## src/rtl/iir_coeff_loader_if.sv

```systemverilog
// Config channel between the CSR fabric and the IIR coefficient loader.
// A single valid/ready transfer carries either a coefficient write
// (cfg_commit = 0, cfg_addr/cfg_data used) or a commit request
// (cfg_commit = 1, cfg_addr/cfg_data ignored).
//   master : CSR side, drives cfg_valid/cfg_commit/cfg_addr/cfg_data
//   slave  : loader side, drives cfg_ready
interface iir_coeff_loader_if #(
    parameter int COEFF_WIDTH = 20
);
    logic                          cfg_valid;
    logic                          cfg_ready;
    logic                          cfg_commit;
    logic [2:0]                    cfg_addr;
    logic signed [COEFF_WIDTH-1:0] cfg_data;

    modport master (
        output cfg_valid,
        output cfg_commit,
        output cfg_addr,
        output cfg_data,
        input  cfg_ready
    );

    modport slave (
        input  cfg_valid,
        input  cfg_commit,
        input  cfg_addr,
        input  cfg_data,
        output cfg_ready
    );
endinterface

```

## src/rtl/iir_coeff_loader.sv

```systemverilog
// Coefficient loader for the IIR notch filter.
// Holds five shadow coefficients written over the config channel and, on a
// commit request, pulses the filter's numerator and denominator write strobes
// in separate cycles, each placed into a gap of the sample stream (or forced
// after TIMEOUT cycles without a gap).
// Ports:
//   clk, rst_n          clock, asynchronous active-low reset
//   cfg                 config channel (slave side)
//   sample_valid_i      filter input valid, watched for stream gaps
//   num_coeff_out_o     B0..B2 shadow values
//   den_coeff_out_o     A1..A2 shadow values
//   num_coeff_wr_en_o   numerator write strobe (combinational)
//   den_coeff_wr_en_o   denominator write strobe (combinational)
//   commit_done_o       one-cycle pulse at the end of a commit
//   forced_o            sticky: a strobe was forced by timeout
//   addr_err_o          sticky: a write hit an illegal address
//   err_clr_i           clears forced_o and addr_err_o
//
// state      | meaning
// S_IDLE     | accepting writes and commit requests
// S_COMMIT_N | waiting for a gap to strobe the numerator
// S_COMMIT_D | waiting for a gap to strobe the denominator
// S_DONE     | commit_done pulse, back to idle next cycle
module iir_coeff_loader #(
    parameter int                          COEFF_WIDTH = 20,
    parameter int                          TIMEOUT     = 64,
    parameter logic signed [COEFF_WIDTH-1:0] RST_B0    = 20'sh37061,
    parameter logic signed [COEFF_WIDTH-1:0] RST_B1    = 20'sh5907c,
    parameter logic signed [COEFF_WIDTH-1:0] RST_B2    = 20'sh37061,
    parameter logic signed [COEFF_WIDTH-1:0] RST_A1    = 20'sh5907c,
    parameter logic signed [COEFF_WIDTH-1:0] RST_A2    = 20'sh2e0c3
) (
    input  logic                          clk,
    input  logic                          rst_n,
    iir_coeff_loader_if.slave             cfg,
    input  logic                          sample_valid_i,
    output logic signed [COEFF_WIDTH-1:0] num_coeff_out_o [0:2],
    output logic signed [COEFF_WIDTH-1:0] den_coeff_out_o [0:1],
    output logic                          num_coeff_wr_en_o,
    output logic                          den_coeff_wr_en_o,
    output logic                          commit_done_o,
    output logic                          forced_o,
    output logic                          addr_err_o,
    input  logic                          err_clr_i
);
    localparam int CNT_W = $clog2(TIMEOUT + 1);
    localparam logic [CNT_W-1:0] CNT_LAST = CNT_W'(TIMEOUT - 1);
    localparam logic [CNT_W-1:0] CNT_MAX  = CNT_W'(TIMEOUT);

    typedef enum logic [1:0] {
        S_IDLE,
        S_COMMIT_N,
        S_COMMIT_D,
        S_DONE
    } state_e;

    state_e                          state_q, state_d;
    logic signed [COEFF_WIDTH-1:0]   num_q [0:2];
    logic signed [COEFF_WIDTH-1:0]   num_d [0:2];
    logic signed [COEFF_WIDTH-1:0]   den_q [0:1];
    logic signed [COEFF_WIDTH-1:0]   den_d [0:1];
    logic                            dirty_num_q, dirty_num_d;
    logic                            dirty_den_q, dirty_den_d;
    logic [CNT_W-1:0]                wait_q, wait_d;
    logic                            forced_q, forced_d;
    logic                            addr_err_q, addr_err_d;
    logic                            gap_fire;
    logic                            num_we, den_we;

    // A strobe goes out in a stream gap, or unconditionally in the
    // TIMEOUT-th cycle spent waiting.
    assign gap_fire = !sample_valid_i || (wait_q == CNT_LAST);

    always_ff @(posedge clk or negedge rst_n) begin
        if (!rst_n) begin
            state_q     <= S_IDLE;
            num_q[0]    <= RST_B0;
            num_q[1]    <= RST_B1;
            num_q[2]    <= RST_B2;
            den_q[0]    <= RST_A1;
            den_q[1]    <= RST_A2;
            dirty_num_q <= 1'b0;
            dirty_den_q <= 1'b0;
            wait_q      <= '0;
            forced_q    <= 1'b0;
            addr_err_q  <= 1'b0;
        end else begin
            state_q     <= state_d;
            num_q       <= num_d;
            den_q       <= den_d;
            dirty_num_q <= dirty_num_d;
            dirty_den_q <= dirty_den_d;
            wait_q      <= wait_d;
            forced_q    <= forced_d;
            addr_err_q  <= addr_err_d;
        end
    end

    always_comb begin
        state_d     = state_q;
        num_d       = num_q;
        den_d       = den_q;
        dirty_num_d = dirty_num_q;
        dirty_den_d = dirty_den_q;
        wait_d      = wait_q;
        forced_d    = forced_q;
        addr_err_d  = addr_err_q;
        num_we      = 1'b0;
        den_we      = 1'b0;

        // Clear first so a set event later in this block wins.
        if (err_clr_i) begin
            forced_d   = 1'b0;
            addr_err_d = 1'b0;
        end

        case (state_q)
            S_IDLE: begin
                if (cfg.cfg_valid) begin
                    if (cfg.cfg_commit) begin
                        wait_d = '0;
                        if (dirty_num_q)      state_d = S_COMMIT_N;
                        else if (dirty_den_q) state_d = S_COMMIT_D;
                        else                  state_d = S_DONE;
                    end else begin
                        case (cfg.cfg_addr)
                            3'd0: begin num_d[0] = cfg.cfg_data; dirty_num_d = 1'b1; end
                            3'd1: begin num_d[1] = cfg.cfg_data; dirty_num_d = 1'b1; end
                            3'd2: begin num_d[2] = cfg.cfg_data; dirty_num_d = 1'b1; end
                            3'd3: begin den_d[0] = cfg.cfg_data; dirty_den_d = 1'b1; end
                            3'd4: begin den_d[1] = cfg.cfg_data; dirty_den_d = 1'b1; end
                            default: addr_err_d = 1'b1;
                        endcase
                    end
                end
            end
            S_COMMIT_N: begin
                if (gap_fire) begin
                    num_we      = 1'b1;
                    dirty_num_d = 1'b0;
                    wait_d      = '0;
                    state_d     = dirty_den_q ? S_COMMIT_D : S_DONE;
                    if (sample_valid_i) forced_d = 1'b1;
                end else if (wait_q != CNT_MAX) begin
                    wait_d = wait_q + CNT_W'(1);
                end
            end
            S_COMMIT_D: begin
                if (gap_fire) begin
                    den_we      = 1'b1;
                    dirty_den_d = 1'b0;
                    wait_d      = '0;
                    state_d     = S_DONE;
                    if (sample_valid_i) forced_d = 1'b1;
                end else if (wait_q != CNT_MAX) begin
                    wait_d = wait_q + CNT_W'(1);
                end
            end
            S_DONE: begin
                state_d = S_IDLE;
            end
            default: state_d = S_IDLE;
        endcase
    end

    assign cfg.cfg_ready       = (state_q == S_IDLE);
    assign commit_done_o       = (state_q == S_DONE);
    assign num_coeff_wr_en_o   = num_we;
    assign den_coeff_wr_en_o   = den_we;
    assign forced_o            = forced_q;
    assign addr_err_o          = addr_err_q;
    assign num_coeff_out_o     = num_q;
    assign den_coeff_out_o     = den_q;
endmodule

```

## src/flat_wrapper.sv

```systemverilog
// flat-port wrapper written by rule: the top's interface ports become plain ports
module iir_coeff_loader_flat 
#(
    parameter int                          COEFF_WIDTH = 20,
    parameter int                          TIMEOUT     = 64,
    parameter logic signed [COEFF_WIDTH-1:0] RST_B0    = 20'sh37061,
    parameter logic signed [COEFF_WIDTH-1:0] RST_B1    = 20'sh5907c,
    parameter logic signed [COEFF_WIDTH-1:0] RST_B2    = 20'sh37061,
    parameter logic signed [COEFF_WIDTH-1:0] RST_A1    = 20'sh5907c,
    parameter logic signed [COEFF_WIDTH-1:0] RST_A2    = 20'sh2e0c3
)
  (clk, rst_n, sample_valid_i, num_coeff_out_o, den_coeff_out_o, num_coeff_wr_en_o, den_coeff_wr_en_o, commit_done_o, forced_o, addr_err_o, err_clr_i, cfg_cfg_valid, cfg_cfg_commit, cfg_cfg_addr, cfg_cfg_data, cfg_cfg_ready);
  iir_coeff_loader_if #(.COEFF_WIDTH(COEFF_WIDTH)) cfg_i ();
  input  logic clk;
  input  logic rst_n;
  input  logic sample_valid_i;
  output logic signed [COEFF_WIDTH-1:0] num_coeff_out_o[0:2];
  output logic signed [COEFF_WIDTH-1:0] den_coeff_out_o[0:1];
  output logic num_coeff_wr_en_o;
  output logic den_coeff_wr_en_o;
  output logic commit_done_o;
  output logic forced_o;
  output logic addr_err_o;
  input  logic err_clr_i;
  input wire logic [$bits(cfg_i.cfg_valid)-1:0] cfg_cfg_valid;
  input wire logic [$bits(cfg_i.cfg_commit)-1:0] cfg_cfg_commit;
  input wire logic [$bits(cfg_i.cfg_addr)-1:0] cfg_cfg_addr;
  input wire logic [$bits(cfg_i.cfg_data)-1:0] cfg_cfg_data;
  output wire logic [$bits(cfg_i.cfg_ready)-1:0] cfg_cfg_ready;
  assign cfg_i.cfg_valid = cfg_cfg_valid;
  assign cfg_i.cfg_commit = cfg_cfg_commit;
  assign cfg_i.cfg_addr = cfg_cfg_addr;
  assign cfg_i.cfg_data = cfg_cfg_data;
  assign cfg_cfg_ready = cfg_i.cfg_ready;
  iir_coeff_loader #(.COEFF_WIDTH(COEFF_WIDTH), .TIMEOUT(TIMEOUT), .RST_B0(RST_B0), .RST_B1(RST_B1), .RST_B2(RST_B2), .RST_A1(RST_A1), .RST_A2(RST_A2)) u_core (.clk(clk), .rst_n(rst_n), .cfg(cfg_i), .sample_valid_i(sample_valid_i), .num_coeff_out_o(num_coeff_out_o), .den_coeff_out_o(den_coeff_out_o), .num_coeff_wr_en_o(num_coeff_wr_en_o), .den_coeff_wr_en_o(den_coeff_wr_en_o), .commit_done_o(commit_done_o), .forced_o(forced_o), .addr_err_o(addr_err_o), .err_clr_i(err_clr_i));
endmodule
```

## config.mk

```make
export PLATFORM = sky130hd
export DESIGN_NAME = iir_coeff_loader_flat
export DESIGN_NICKNAME = d
export VERILOG_FILES = /design/src/rtl/iir_coeff_loader_if.sv /design/src/rtl/iir_coeff_loader.sv /design/src/flat_wrapper.sv
export SDC_FILE = /design/constraint.sdc
export NUM_CORES = 1
export LEC_CHECK = 0
export BUFFER_PORTS_ARGS = -buffer_cell sky130_fd_sc_hd__buf_4
export CORE_ASPECT_RATIO = 2
export CORE_MARGIN = 3
export CORE_UTILIZATION = 44
export CTS_BUF_LIST = sky130_fd_sc_hd__clkbuf_8
export DETAILED_ROUTE_END_ITERATION = 16
export PLACE_DENSITY = 0.72
export SYNTH_ARGS = -nofsm -noshare
export SYNTH_HDL_FRONTEND = slang
export SYNTH_SLANG_ARGS = --single-unit
```

## constraint.sdc

```tcl
create_clock -name clk -period 2.4 [get_ports clk]
set_input_delay 0.6 -clock clk [delete_from_list [all_inputs] [get_ports clk]]
set_output_delay 0.6 -clock clk [all_outputs]
set_load 0.005 [all_outputs]
```

==> qor.txt, run 1 <==
CTS max path bufs -> 2
Pwr Density -> 1200 mW/mm²
predominant post-synthesis flop cell -> dfrtp_1
vias in the first global route -> 3268
Final Max Slew Viols -> 0
clock latency at the later pin of the worst-skew pair -> 420 ps
share of the synthesized area in the top cell type -> 38.5%
final estimated routing congestion in global placement -> 0.780
yosys synthesis warning count -> 0
run status -> completed
Die H -> 151 µm
global-route usage over all layers -> 19.3%
overall via count from detail_route -> 3109
most repeated cell in the gate-level netlist after synthesis -> mux2_2
clock transition at the registers of the reported paths -> 70 ps
proportion of synthesized flip-flops having asynchronous set or reset -> 100%
full die area -> 0.0118 mm²
I/O Pins -> 135
Reg2Reg Depth -> 6
die boundary width -> 78.4 µm
post-route ant nets -> 0
net count of the mapped netlist -> 341
number of rows created at floorplan -> 52
MaxCap Viol Count -> 0
final setup violating endpoints -> 0
number of non-filler instances in the completed layout -> 609
Placeable Area -> 0.0101 mm²
wire length of the first global-routing pass -> 16700 µm
relative slew slack -> 66.0%
number of buffers created by CTS -> 17
worst min-delay path class -> input port to asynchronous set/reset pin
arrival time at the worst endpoint -> 1720 ps
first drt pass iteration count -> 4
initial antenna violation count -> 0
ordered list of cells on the worst path -> ha_2 > and4_4 > a21bo_2 > and2_1 > buf_4
final global-route overflow total -> 0
slowest cell on the critical path -> dfrtp_1
final worst clock skew -> 7.25 ps
largest fanout on the critical path -> 4
crit start category -> register
biggest area consumer among synthesized cells -> dfrtp_1
placed cells -> 574
Port Buffer Count -> 134
synthesized area -> 0.00461 mm²
TritonCTS clock tree -> done
achievable clock frequency -> 431 MHz
leakage component of the power -> 3.10 nW
cell class contributing the biggest share of worst-path delay -> flip-flops
fraction of layout cells with a size suffix above 1 -> 69.0%
detailed-route wire length per cell -> 17.8 µm
maximum number of pins on one net before global-route repair -> 62
final critical path time including I/O delays and setup -> 2320 ps
Worst Tran Pin Value -> 497 ps
Buf/Inv on CP -> 1
Post-DP HPWL -> 8200 µm
Crit path largest cell delay -> 390 ps
number of enable-type register cells in the synthesized netlist -> 0
mean instance size in the synthesized netlist -> 15.1 µm²
H-Tree Depth -> 4
worst slack on hold paths -> 51.6 ps
nature of the critical path endpoint -> output port
synthesized netlist cell count -> 306
TritonCTS sink count -> 113
Area growth syn-to-layout -> 35.3%
top area cells in the synthesized netlist -> dfrtp_1, mux2_2, dfstp_2
logic depth of the worst path, buffers included -> 5
Clock Root Buffer -> clkbuf_8
Final Hold Violating Endpoints -> 0
flop and latch count out of synthesis -> 113
effective utilization at floorplan -> 45.5%
fraction of the yosys area taken by sequential cells -> 62.4%
initial DRC count -> 77
aggregate routed wire length -> 10900 µm
Setup Crit Path Kind -> register to output port
Post-synth top cells -> mux2_2, dfrtp_1, dfstp_2
number of diodes -> 0
number of remaining DRC errors -> 0
CP Data Required Time -> 1800 ps
final cycle utilization of the critical path -> 96.7%
maximum vdd drop -> 0.526 mV
Yosys cell types -> 36
Filler Cells Inserted -> 825
via/cell ratio -> 5.11
nets@finish -> 496
## sequential cells by signal, summed over array words and instances, names as in the netlist
name,count
u_core.wait_q,7
u_core.num_coeff_out_o,60
u_core.dirty_num_q,1
u_core.den_coeff_out_o,40
u_core.forced_o,1
u_core.state_q,2
u_core.addr_err_o,1
u_core.dirty_den_q,1
## logic make-up (layout without fill, tap and decap cells)
logic type | Yosys count | count (layout) | share of synthesized area [%]
DFF | 113 | 113 | 62.4
muxes | 103 | 103 | 25.1
and+or+nand+nor | 35 | 35 | 4.42
adders and majority gates | 6 | 6 | 1.63
AOI/OAI and AO/OA | 27 | 27 | 4.20
buffers and inverters | 22 | 190 | 2.22
## worst reg2reg max path, cell delays in order, from the launching register on
cell and delay, ps:
dfrtp_1 410, inv_1 100, ha_1 350, and4bb_2 350, and3_1 190, buf_4 220, mux2_2 350
## power by group
group	internal (mW)	switching [mW]	leakage (nW)	total, mW
clock	0.926	0.735	0.202	1.66
combinational	1.60	0.928	1.52	2.53
sequential	2.86	0.439	1.38	3.30
total	5.39	2.10	3.10	7.49
## cell type report
type                       instances  area, µm²  share of cell area (%)
clock buffer                      18        248                    3.97
multi-input combinational        171       1640                    26.3
timing repair buffer             147       1140                    18.3
sequential                       113       2880                    46.1
tap                              135        169                    2.71
inverter                          11       41.3                   0.661
clock inverter                    14        125                    2.00
## placed cells by master (no fill, tap or decap), types with 3 or more instances in the layout
cell and n:
clkbuf_8 18, dfstp_2 42, nand2_1 10, buf_12 3
inv_1 14, dfrtp_1 71, ha_1 5, buf_4 144
mux2_2 102, nand3_1 3, a21oi_1 5, nand2b_1 3
o21ai_0 7, clkinv_2 6, nor2_1 3, o22ai_1 3
## per-layer routing
layer	vias up	track usage, %	share of wire [%]
li1	1409	-	-
met1	1575	18.5	34
met2	100	36.3	59
met3	25	6.96	4.5
met4	0	8.14	2.7
met5	-	0	0
## stage by stage
stage / TNS [ps] / cell area (µm²) / util (%) / total power [mW] / worst slack, ps
floorplan: 0 / 4610 / - / 4.32 / 545
global placement: 0 / 5840 / 57.5 / 5.78 / 385
detailed placement: 0 / 5840 / 57.5 / 5.88 / 320
CTS: 0 / 6230 / 61.4 / 7.59 / 10.9
global route: -3.47 / 6240 / 61.5 / 7.95 / -3.47
finish: 0 / 6240 / 61.5 / 7.49 / 78.6
## path summary, 6_finish.rpt
check	end	slack (ps)	from
min in group clk	u_core.addr_err_o	380	err_clr_i
hold reg to reg	u_core.den_coeff_out_o[18]	510	u_core.den_coeff_out_o[18]
setup / recovery	den_coeff_wr_en_o	80	u_core.wait_q[0]
hold / removal	u_core.num_coeff_out_o[37]	50	rst_n
max in group asynchronous	u_core.num_coeff_out_o[52]	1600	rst_n
setup reg to reg	u_core.den_coeff_out_o[39]	320	u_core.state_q[0]
## what timing repair did
action                     CTS  global route
setup endpoints to repair    2             2
gates resized for setup      2             1
hold buffers                 0             0
buffers inserted             2             1
No activity file was read; power rests on OpenSTA's default activity.
==> run 2: changes to the inputs <==
clock period = 3 ns   (was 2.4 ns; I/O delays follow)
==> qor.txt, run 2 (synthesis results as in run 1) <==
Filler Cells Inserted -> 827 (+0.24%)
post-route ant nets -> 0 (unchanged)
met1 routing resource usage after global routing -> 18.6% (+0.10 points)
clock latency at the later pin of the worst-skew pair -> 420 ps (about the same)
leakage component of the power -> 3.10 nW (+0.28%)
die boundary width -> 78.4 µm (unchanged)
wire length of the first global-routing pass -> 17400 µm (+3.9%)
final estimated routing congestion in global placement -> 0.800 (+2.5%)
aggregate routed wire length -> 10900 µm (+0.80%)
number of diodes -> 0 (unchanged)
overall via count from detail_route -> 3072 (-1.2%)
worst slack on hold paths -> 228 ps (+176 ps)
fraction of layout cells with a size suffix above 1 -> 68.4% (-0.56 points)
cts-stage hold buffer count -> 0 (unchanged)
Worst Tran Pin Value -> 475 ps (-22.4 ps)
Post-Place Worst Slack -> 804 ps (+484 ps)
number of rows created at floorplan -> 52 (unchanged)
effective utilization at floorplan -> 45.5% (unchanged)
via/cell ratio -> 5.06 (-0.86%)
most common cell after layout, fill and taps aside -> buf_4
layer with the highest usage -> met2
final cycle utilization of the critical path -> 87.6%
initial DRC count -> 76 (-1.3%)
nets@finish -> 494 (-0.40%)
number of remaining DRC errors -> 0 (unchanged)
unrepaired setup endpoints after global routing -> false
final critical path time including I/O delays and setup -> 2630 ps
arrival time at the worst endpoint -> 1880 ps (+160 ps)
clock transition at the registers of the reported paths -> 70 ps (about the same)
count of instances resized after the clock tree is built -> 0 (-2)
TritonCTS clock tree -> done
Port Buffer Count -> 134 (unchanged)
Final Max Slew Viols -> 0 (unchanged)
global-route usage over all layers -> 19.6% (+0.31 points)
final critical-path setup slack -> 372 ps (+293 ps)
routing usage on met2 -> 38.3% (+2.0 points)
number of buffers created by CTS -> 17 (unchanged)
Clock Root Buffer -> clkbuf_8
Final Hold Violating Endpoints -> 0 (unchanged)
maximum vdd drop -> 0.546 mV (+3.8%)
flip-flop count of the largest register after layout -> 60 (unchanged)
met3 GRT Util -> 5.30% (-1.7 points)
detailed-route wire length per cell -> 18.0 µm (+1.1%)
Placeable Area -> 0.0101 mm² (unchanged)
MaxCap Viol Count -> 0 (unchanged)
final worst clock skew -> 5.79 ps (-1.46 ps)
final setup violating endpoints -> 0 (unchanged)
initial antenna violation count -> 0 (unchanged)
worst min-delay path class -> input port to asynchronous set/reset pin
crit start category -> register
vias in the first global route -> 3341 (+2.2%)
nature of the critical path endpoint -> output port
final global-route overflow total -> 0 (unchanged)
commonest cells after routing, fill and taps aside -> buf_4, mux2_2, dfrtp_1
Setup Crit Path Kind -> register to output port
Area growth syn-to-layout -> 35.9%
Final TNS setup -> 0 ps (unchanged)
achievable clock frequency -> 380 MHz
final core occ -> 61.8% (+0.27 points)
Post-DP HPWL -> 8390 µm (+2.3%)
Pwr Density -> 993 mW/mm² (-17%)
H-Tree Depth -> 4 (unchanged)
full die area -> 0.0118 mm² (unchanged)
CTS max path bufs -> 2 (unchanged)
relative slew slack -> 67.5% (+1.5 points)
largest fanout on the critical path -> 5 (+1)
CP Data Required Time -> 2250 ps (+450 ps)
Die H -> 151 µm (unchanged)
first drt pass iteration count -> 4 (unchanged)
TritonCTS sink count -> 113 (unchanged)
run status -> completed
Post CTS Setup Buffer Count -> 0 (-2)
I/O Pins -> 135 (unchanged)
maximum number of pins on one net before global-route repair -> 63 (+1.6%)
-- run 2: changes by cell type in the layout (fill, tap and decap cells not counted), sizes merged --
cell      change
clkinvlp      -1
clkinv        -4
clkbuf        +3
bufinv        +2
buf           -2
-- run 2: worst paths after layout --
kind	cells after the start	slack (ps)	end	start
worst max-delay path	5	370	num_coeff_wr_en_o	u_core.wait_q[0]
worst min-delay path	1	230	u_core.num_coeff_out_o[48]	rst_n
min in group clk	1	510	u_core.den_coeff_out_o[5]	u_core.den_coeff_out_o[5]
max in group asynchronous	2	2060	u_core.den_coeff_out_o[7]	rst_n
worst max register to register	6	890	u_core.num_coeff_out_o[10]	u_core.state_q[0]
worst min register to register	1	510	u_core.den_coeff_out_o[5]	u_core.den_coeff_out_o[5]
-- run 2: power breakdown --
part / internal [mW] / switching (mW) / leakage (nW)
clock network: 0.987 / 0.584 / 0.235
logic: 1.27 / 0.758 / 1.49
registers: 2.29 / 0.343 / 1.38
-- run 2: final cells by class --
class,count,area (µm²),share of cell area [%]
tap,135,169,2.69
clock inverter,11,159,2.53
clock buffer,21,289,4.61
multi-input combinational,171,1630,26.0
inverter,11,41.3,0.658
timing repair buffer,145,1100,17.6
sequential,113,2880,45.9
-- run 2: per-stage QoR --
stage	total power [mW]	instance area [µm²]	cells
finish	6.22	6270	607
detailed placement	4.73	5820	575
global placement	4.63	5820	575
global route	6.60	6270	607
floorplan	3.45	4610	306
CTS	6.33	6270	607
-- run 2: per-layer routing --
metal	part of all wire, %	vias up
li1	-	1386
met1	33	1577
met2	60	91
met3	4.5	18
met4	2.3	0
met5	0	-
-- run 2: worst max-delay path, cell delays in order, from the launching register on --
cell,delay [ps]
dfrtp_1,420
ha_1,250
and4_1,250
a21bo_2,240
and2_1,170
buf_4,130
==> run 3: changes to the inputs <==
PLACE_DENSITY = default   (was 0.72)
PLACE_DENSITY_LB_ADDON = 0.08   (was default)
REMOVE_ABC_BUFFERS = 1   (was default)
==> qor.txt, run 3 (synthesis results as in run 1) <==
run status -> completed
Filler Cells Inserted -> 877 (+6.0%)
Pwr Density -> 984 mW/mm² (-0.83%)
crit start category -> register
final setup violating endpoints -> 0 (unchanged)
wire length of the first global-routing pass -> 16600 µm (-4.2%)
clock latency at the later pin of the worst-skew pair -> 410 ps (about the same)
die boundary width -> 78.4 µm (unchanged)
aggregate routed wire length -> 10800 µm (-1.6%)
CP Data Required Time -> 2250 ps (about the same)
proportion of power drawn by the clock network -> 24.4% (-0.8 points)
MaxCap Viol Count -> 0 (unchanged)
Die H -> 151 µm (unchanged)
via/cell ratio -> 5.02 (-0.75%)
Final Max Slew Viols -> 0 (unchanged)
effective utilization at floorplan -> 45.5% (unchanged)
leakage component of the power -> 3.07 nW (-1.1%)
I/O Pins -> 135 (unchanged)
Net Sw Power -> 1.68 mW (-0.49%)
CTS max path bufs -> 2 (unchanged)
final cycle utilization of the critical path -> 87.8% (+0.20 points)
largest fanout on the critical path -> 5 (unchanged)
clock transition at the registers of the reported paths -> 70 ps (about the same)
number of non-filler instances in the completed layout -> 604 (-0.49%)
TritonCTS sink count -> 113 (unchanged)
Post CTS Setup Buffer Count -> 0 (unchanged)
maximum vdd drop -> 0.531 mV (-2.7%)
number of diodes -> 0 (unchanged)
first drt pass iteration count -> 4 (unchanged)
overall via count from detail_route -> 3034 (-1.2%)
Final TNS setup -> 0 ps (unchanged)
TritonCTS clock tree -> done
share of total power in sequential cells -> 42.8% (+0.5 points)
Final Hold Violating Endpoints -> 0 (unchanged)
cts-stage hold buffer count -> 0 (unchanged)
Placeable Area -> 0.0101 mm² (unchanged)
arrival time at the worst endpoint -> 1880 ps (about the same)
Area growth syn-to-layout -> 34.9%
switching power as a share of total power -> 27.4% (+0.29 points)
Reg2Reg Depth -> 6 (unchanged)
initial DRC count -> 62 (-18%)
global-route usage over all layers -> 19.0% (-0.63 points)
worst min-delay path class -> input port to asynchronous set/reset pin
flip-flop count of the largest register after layout -> 60 (unchanged)
commonest cells after routing, fill and taps aside -> buf_4, mux2_2, dfrtp_1
final critical path time including I/O delays and setup -> 2630 ps (+5.90 ps)
final global-route overflow total -> 0 (unchanged)
Port Buffer Count -> 134 (unchanged)
relative slew slack -> 58.6% (-8.9 points)
H-Tree Depth -> 4 (unchanged)
number of rows created at floorplan -> 52 (unchanged)
vias in the first global route -> 3116 (-6.7%)
Clock Root Buffer -> clkbuf_8
full die area -> 0.0118 mm² (unchanged)
unrepaired setup endpoints after global routing -> false
Post-DP HPWL -> 7680 µm (-8.5%)
initial antenna violation count -> 0 (unchanged)
placed cells -> 572 (-0.52%)
count of instances resized after the clock tree is built -> 0 (unchanged)
number of buffers created by CTS -> 17 (unchanged)
nature of the critical path endpoint -> output port
Worst Tran Pin Value -> 605 ps (+130 ps)
post-route ant nets -> 0 (unchanged)
fraction of layout cells with a size suffix above 1 -> 68.4% (about the same)
detailed-route wire length per cell -> 17.8 µm (-1.1%)
cell internal power dissipation -> 4.45 mW (-1.9%)
final estimated routing congestion in global placement -> 0.746 (-6.7%)
achievable clock frequency -> 380 MHz (-0.22%)
maximum number of pins on one net before global-route repair -> 51 (-19%)
most common cell after layout, fill and taps aside -> buf_4
combinational fraction of design power -> 32.8% (+0.3 points)
Setup Crit Path Kind -> register to output port
number of remaining DRC errors -> 0 (unchanged)
final worst clock skew -> 8.73 ps (+2.94 ps)
nets@finish -> 491 (-0.61%)
run 3: power groups by stage:
stage | clock, mW | sequential, mW | combinational [mW]
floorplan | 0 | 2.64 | 0.799
global route | 1.62 | 2.70 | 2.19
global placement | 0 | 2.63 | 2.01
finish | 1.50 | 2.62 | 2.01
detailed placement | 0 | 2.65 | 2.05
CTS | 1.54 | 2.63 | 2.06
run 3: critical path, stage by stage (launching register included):
cell and delay, ps:
dfrtp_1 420, ha_1 260, and4_1 260, a21bo_2 240
and2_1 170, buf_4 130
run 3: stage by stage:
stage / setup WS (ps) / total power [mW] / util (%) / instance area [µm²] / hold slack [ps]
after floorplan: 846 / 3.44 / - / 4550 / 454
after global placement: 839 / 4.63 / 57.1 / 5800 / 490
final: 366 / 6.13 / 61.3 / 6230 / 295
after detailed placement: 817 / 4.70 / 57.1 / 5800 / 495
after global routing: 271 / 6.51 / 61.3 / 6230 / 288
after CTS: 337 / 6.23 / 61.3 / 6230 / 285
run 3: cell type report:
cell class	instances	area (µm²)	share of cell area, %
Timing Repair Buffer	142	1080	17.3
Inverter	11	41.3	0.663
Clock buffer	21	289	4.64
Tap cell	135	169	2.71
Multi-Input combinational cell	171	1630	26.2
Sequential cell	113	2880	46.3
Clock inverter	11	136	2.19
run 3: worst paths after layout:
kind                                           startpoint                          to  slack (ps)
worst max register to register          u_core.state_q[0]  u_core.den_coeff_out_o[21]         830
worst max-delay path                     u_core.wait_q[0]           num_coeff_wr_en_o         370
max in group asynchronous                           rst_n  u_core.num_coeff_out_o[22]        1920
worst min-delay path                                rst_n  u_core.den_coeff_out_o[16]         300
worst min register to register  u_core.den_coeff_out_o[5]   u_core.den_coeff_out_o[5]         510
min in group clk                u_core.den_coeff_out_o[5]   u_core.den_coeff_out_o[5]         510
run 3: per-layer routing:
layer	share of wire [%]	GRT usage (%)	routed length (µm)
met5	0	0	0
met4	0.98	6.83	106
met3	5.4	5.48	578
met2	56	34.6	6060
met1	37	20.7	4020
